## src/rtl/script_loader_pkg.sv

```systemverilog
// Shared constants for the script loader: frame marker, safe end-game word and loader state encodings.
package script_loader_pkg;

    localparam int          DEPTH       = 256;
    localparam int          AW          = 8;
    localparam int          TIMEOUT_DEF = 1_000_000;
    localparam logic [7:0]  HDR         = 8'hA5;
    localparam logic [15:0] END_WORD    = 16'h0014;

    typedef enum logic [7:0] {
        ST_IDLE = 8'h00,
        ST_LEN  = 8'h01,
        ST_DATA = 8'h02,
        ST_CSUM = 8'h03,
        ST_ERR  = 8'h04
    } loader_state_e;

    // An instruction byte address is served only below 2*count; 9-bit compare covers count==128.
    function automatic logic pcInRange(input logic [AW-1:0] pc, input logic [7:0] cnt);
        return {1'b0, pc} < {cnt, 1'b0};
    endfunction

endpackage

```

## src/rtl/script_loader_ram.sv

```systemverilog
// Script byte RAM: one synchronous write port and a registered 16-bit read of {mem[a+1], mem[a]}.
module script_loader_ram
    import script_loader_pkg::*;
(
    input  logic          clk_i,
    input  logic          rst_i,
    input  logic          we_i,
    input  logic [AW-1:0] waddr_i,
    input  logic [7:0]    wdata_i,
    input  logic          rd_en_i,
    input  logic [AW-1:0] raddr_i,
    output logic [15:0]   rdata_o
);

    logic [7:0]    mem_q [DEPTH];
    logic [15:0]   rdata_q;
    logic [AW-1:0] raddr_hi_d;

    assign raddr_hi_d = raddr_i + AW'(1);

    always_ff @(posedge clk_i) begin
        if (we_i) begin
            mem_q[waddr_i] <= wdata_i;
        end
    end

    // Disabled reads return the end-game word so the controller stops safely.
    always_ff @(posedge clk_i) begin
        if (!rst_i) begin
            rdata_q <= END_WORD;
        end else if (rd_en_i) begin
            rdata_q <= {mem_q[raddr_hi_d], mem_q[raddr_i]};
        end else begin
            rdata_q <= END_WORD;
        end
    end

    assign rdata_o = rdata_q;

endmodule

```

## src/rtl/script_loader.sv

```systemverilog
// Receives HDR/N/data/CSUM frames from the UART byte stream into the script RAM and serves instructions at pc.
module script_loader
    import script_loader_pkg::*;
#(
    parameter int TIMEOUT = TIMEOUT_DEF
)
(
    input  logic          clk_i,
    input  logic          rst_i,
    input  logic [7:0]    rx_data_i,
    input  logic          rx_valid_i,
    input  logic [AW-1:0] pc_i,
    output logic [15:0]   script_o,
    output logic          loaded_o,
    output logic          busy_o,
    output logic          load_err_o,
    output logic [7:0]    instr_cnt_o
);

    localparam logic [31:0] TMO_LAST = 32'(TIMEOUT - 1);
    localparam logic [7:0]  MAX_N    = 8'(DEPTH / 2);

    loader_state_e state_q;
    logic [7:0]    n_q;
    logic [7:0]    xor_q;
    logic [AW-1:0] wr_addr_q;
    logic [31:0]   tmo_q;
    logic          loaded_q;
    logic          busy_q;
    logic          load_err_q;
    logic [7:0]    instr_cnt_q;

    logic [AW-1:0] last_addr_d;
    logic          we_d;
    logic          rd_en_d;

    assign last_addr_d = AW'({n_q, 1'b0} - 9'd1);
    assign we_d        = (state_q == ST_DATA) && rx_valid_i;
    assign rd_en_d     = loaded_q && !busy_q && pcInRange(pc_i, instr_cnt_q);

    always_ff @(posedge clk_i) begin
        if (!rst_i) begin
            state_q     <= ST_IDLE;
            n_q         <= '0;
            xor_q       <= '0;
            wr_addr_q   <= '0;
            tmo_q       <= '0;
            loaded_q    <= 1'b0;
            busy_q      <= 1'b0;
            load_err_q  <= 1'b0;
            instr_cnt_q <= '0;
        end else begin
            case (state_q)
                ST_IDLE: begin
                    if (rx_valid_i && rx_data_i == HDR) begin
                        state_q    <= ST_LEN;
                        loaded_q   <= 1'b0;
                        load_err_q <= 1'b0;
                        busy_q     <= 1'b1;
                        xor_q      <= '0;
                        tmo_q      <= '0;
                    end
                end
                ST_LEN, ST_DATA, ST_CSUM: begin
                    // A byte arriving on the timeout cycle takes priority and restarts the gap counter.
                    if (rx_valid_i) begin
                        tmo_q <= '0;
                        case (state_q)
                            ST_LEN: begin
                                n_q   <= rx_data_i;
                                xor_q <= rx_data_i;
                                if (rx_data_i > MAX_N) begin
                                    state_q <= ST_ERR;
                                    busy_q  <= 1'b0;
                                end else if (rx_data_i == 8'd0) begin
                                    state_q <= ST_CSUM;
                                end else begin
                                    state_q   <= ST_DATA;
                                    wr_addr_q <= '0;
                                end
                            end
                            ST_DATA: begin
                                xor_q     <= xor_q ^ rx_data_i;
                                wr_addr_q <= wr_addr_q + AW'(1);
                                if (wr_addr_q == last_addr_d) begin
                                    state_q <= ST_CSUM;
                                end
                            end
                            default: begin
                                busy_q <= 1'b0;
                                if (rx_data_i == xor_q) begin
                                    state_q     <= ST_IDLE;
                                    instr_cnt_q <= n_q;
                                    loaded_q    <= 1'b1;
                                end else begin
                                    state_q <= ST_ERR;
                                end
                            end
                        endcase
                    end else if (tmo_q == TMO_LAST) begin
                        state_q <= ST_ERR;
                        busy_q  <= 1'b0;
                    end else begin
                        tmo_q <= tmo_q + 32'd1;
                    end
                end
                ST_ERR: begin
                    state_q     <= ST_IDLE;
                    load_err_q  <= 1'b1;
                    instr_cnt_q <= '0;
                    loaded_q    <= 1'b0;
                    busy_q      <= 1'b0;
                end
                default: begin
                    state_q <= ST_IDLE;
                end
            endcase
        end
    end

    script_loader_ram u_ram (
        .clk_i   (clk_i),
        .rst_i   (rst_i),
        .we_i    (we_d),
        .waddr_i (wr_addr_q),
        .wdata_i (rx_data_i),
        .rd_en_i (rd_en_d),
        .raddr_i (pc_i),
        .rdata_o (script_o)
    );

    assign loaded_o    = loaded_q;
    assign busy_o      = busy_q;
    assign load_err_o  = load_err_q;
    assign instr_cnt_o = instr_cnt_q;

endmodule
```

## config.mk

```make
export PLATFORM = sky130hd
export DESIGN_NAME = script_loader
export DESIGN_NICKNAME = d
export VERILOG_FILES = /design/src/rtl/script_loader_pkg.sv /design/src/rtl/script_loader_ram.sv /design/src/rtl/script_loader.sv
export SDC_FILE = /design/constraint.sdc
export NUM_CORES = 2
export LEC_CHECK = 0
export BUFFER_PORTS_ARGS = -buffer_cell sky130_fd_sc_hd__buf_2
export CAP_MARGIN = 20
export CORE_UTILIZATION = 30
export CTS_CLUSTER_DIAMETER = 100
export DETAILED_ROUTE_END_ITERATION = 6
export PLACE_DENSITY_LB_ADDON = 0.2
export SLEW_MARGIN = 20
export SYNTH_ARGS = -nofsm -noshare
export SYNTH_HDL_FRONTEND = slang
export SYNTH_HIERARCHICAL = 1
export SYNTH_SLANG_ARGS = --single-unit
```

## constraint.sdc

```tcl
create_clock -name clk_i -period 5.61 [get_ports clk_i]
set_clock_uncertainty 0.1 [all_clocks]
set_input_delay 0 -clock clk_i [delete_from_list [all_inputs] [get_ports clk_i]]
set_output_delay 0 -clock clk_i [all_outputs]
set_load 0.05 [all_outputs]
```

==> impl_metrics.ini <==
[status]
status = finished clean

[floorplan]
die-area_sq_um = 338000
core_area_sq_um = 334000
rows = 212
die_w_microns = 582
dieHeight_microns = 582
io_pins = 46
start_util = 0.302

[grt]
grt_max_degree = 119
antenna_found_initial = 23
grt_pass1_vias = 58500
overflow = 0
grtUsageTotal = 0.204
grt_pass1_wl_mm = 486

[clock_network]
htree_levels = 4
cts_buffer_depth = 4
cts_sinks = 2134
clk_pin_slew_worst_paths_ps = 60
hold_buffers = 23
post_cts_resized = 0
cts-root-buf = clkbuf_16
cts_tree = done
post_cts_buffers = 0
cts_buffers = 234
clock_latency_ps = 910

[detailed_routing]
avgViaCountPerCell = 5.77
drtIter0Drc = 7259
m1WireLength_mm = 147
drcViolationCount = 0
top_layer_used = met5
ant_nets = 0
wl_met3_mm = 26.0
vias = 58100
wl_per_cell_microns = 34.7
firstDrtPassIters = 6
routed_wirelength_mm = 350
wl_met2_mm = 163

[timing]
min_period_ps = 4400
timing.final.crit_share = 0.784
slew_violations = 0
rsz0062_at_grt = no
finalHoldViolCount = 0
worst_slew_pin_slew_ps = 1270
slew_headroom = 0.151
tns_ps = 0
setup_viol = 0
fmax_mhz = 227

[logic_synthesis]
yosysWarnings = 6
synth_top_area_share = 0.610
synth-async-reset-ratio = 0
synthTopCellsByArea = edfxtp_1, mux4_2, dfxtp_1
ys.flop_type = edfxtp_1
synth-seq-area-share = 0.627
synthCells = 5377
yosysTopAreaCell = edfxtp_1
ys_seq_elements = 2134
syn_avg_cell_area_sq_um = 18.7
synth_enable_flop_cells = 2048
syn-num-nets = 5406
ys_types = 90
netlist_area_sq_um = 101000

[critical_path]
startpoint_type = register
crit_required_ps = 6020
cp_top_family = simple AND/OR/NAND/NOR gates
cp_cell_sequence = nor2b_1 > nand3_2 > buf_4 > nor2_1
arrival_ps = 4810
critPathKind = reg -> reg
critPathMaxStageDelay_ps = 880
path_buf_inv = 1
end_kind = register
crit_slowest_cell = nor2b_1
crit_fanout = 15

[power]
power_leakage_nw = 35.2
p_total_mw = 37.3
peakVddDrop_mv = 0.286
p_per_area_nw_per_um2 = 325

[run]
drv_cap = 0

[place]
hpwl_mm = 231
portBuffers = 45
gp_congestion = 0.882

[cells_and_area]
drive_gt1_frac = 0.319
final_nets = 5517
area_growth_syn_to_layout_pct = 13.8
nFillCells = 31300

[worst_hold_path]
worst_hold_path_type = in -> reg
[cell usage after synthesis (all sizes together) (6+ instances only)]
library cell,count
a31oi,19
or3,8
o21ai,61
xnor2,32
a22oi,11
xor2,30
nand2,352
a221oi,14
nor4,17
and2,6
nor3,46
inv,17
nor2,365
nand4,54
nor2b,36
a22o,12
edfxtp,2048
clkbuf,131
and3,8
nand3,146
dfxtp,86
o211ai,16
or2,10
o221ai,27
a21boi,11
buf,283
o22ai,39
a41oi,11
mux2,15
mux2i,172
a211oi,28
a2111oi,7
a211o,11
a311oi,9
mux4,1118
ha,10
nand2b,6
a21oi,38
a32oi,7
[registers in the layout, summed over array words and instances (netlist names)]
register / cells
busy_o: 1
instr_cnt_o: 8
load_err_o: 1
loaded_o: 1
n_q: 8
state_q: 3
tmo_q: 32
u_ram/mem_q: 2048
u_ram/rdata_o: 16
wr_addr_q: 8
xor_q: 8
[cell families after synthesis]
kind of cell    share of synthesized area
compound gates                     0.0250
xor+xnor                          0.00572
fa+ha+maj                         0.00124
buf+inv                            0.0237
flops                               0.627
mux                                 0.269
simple gates                       0.0485
[where the power goes]
part | switching, mW | leakage [nW] | total [mW] | internal, mW
Clock | 6.59 | 3.79 | 16.0 | 9.41
Combinational | 2.34 | 12.3 | 3.79 | 1.45
Sequential | 0.0425 | 19.1 | 17.5 | 17.5
Total | 8.98 | 35.2 | 37.3 | 28.3
[through the flow]
stage	area (sq um)	std cells	worst slack [ps]	hold WS, ps	util
finish	115000	10100	1210	47.2	0.343
global route	115000	10100	1100	57.3	0.343
CTS	115000	10100	1170	4.81	0.343
detailed placement	107000	9613	559	285	0.319
global placement	106000	9608	717	301	0.319
floorplan	101000	5377	2720	-9.03	-
[path summary, 6_finish.rpt]
check / start / end / slack (ps) / depth (start not counted)
setup / recovery: wr_addr_q[2] / u_ram/mem_q[101][3] / 1210 / 4
hold / removal: rx_data_i[0] / u_ram/mem_q[28][0] / 50 / 2
setup reg to reg: wr_addr_q[2] / u_ram/mem_q[101][3] / 1210 / 4
hold reg to reg: n_q[7] / n_q[7] / 370 / 2
[final cells by class]
type | instances | area, sq um | area share
diodes | 9 | 22.5 | 0.000196
clock buffers | 289 | 6140 | 0.0536
clock inverters | 137 | 1670 | 0.0146
inverters | 18 | 67.6 | 0.000589
multi-input cells | 2811 | 35300 | 0.308
flip-flops and latches | 2134 | 63200 | 0.551
well taps | 4387 | 5490 | 0.0479
repair buffers | 289 | 2720 | 0.0237
[cells in the final DEF, fill, tap and decap left out, drive strengths merged, types with 17 or more instances in the layout]
master / count
a211oi: 28
a21oi: 38
a31oi: 19
buf: 266
bufinv: 36
clkbuf: 290
clkinv: 84
dfxtp: 86
dlygate4sd3: 22
edfxtp: 2048
inv: 22
mux2i: 172
mux4: 1118
nand2: 352
nand3: 146
nand4: 54
nor2: 365
nor2b: 36
nor3: 46
nor4: 17
o21ai: 61
o221ai: 27
o22ai: 39
xnor2: 32
xor2: 30
[metal layers]
layer / track usage / vias to the layer above
li1: - / 23000
met1: 0.282 / 32000
met2: 0.322 / 2596
met3: 0.0362 / 491
met4: 0.0720 / 8
met5: 0 / -
Power figures use the tool's default switching activity.
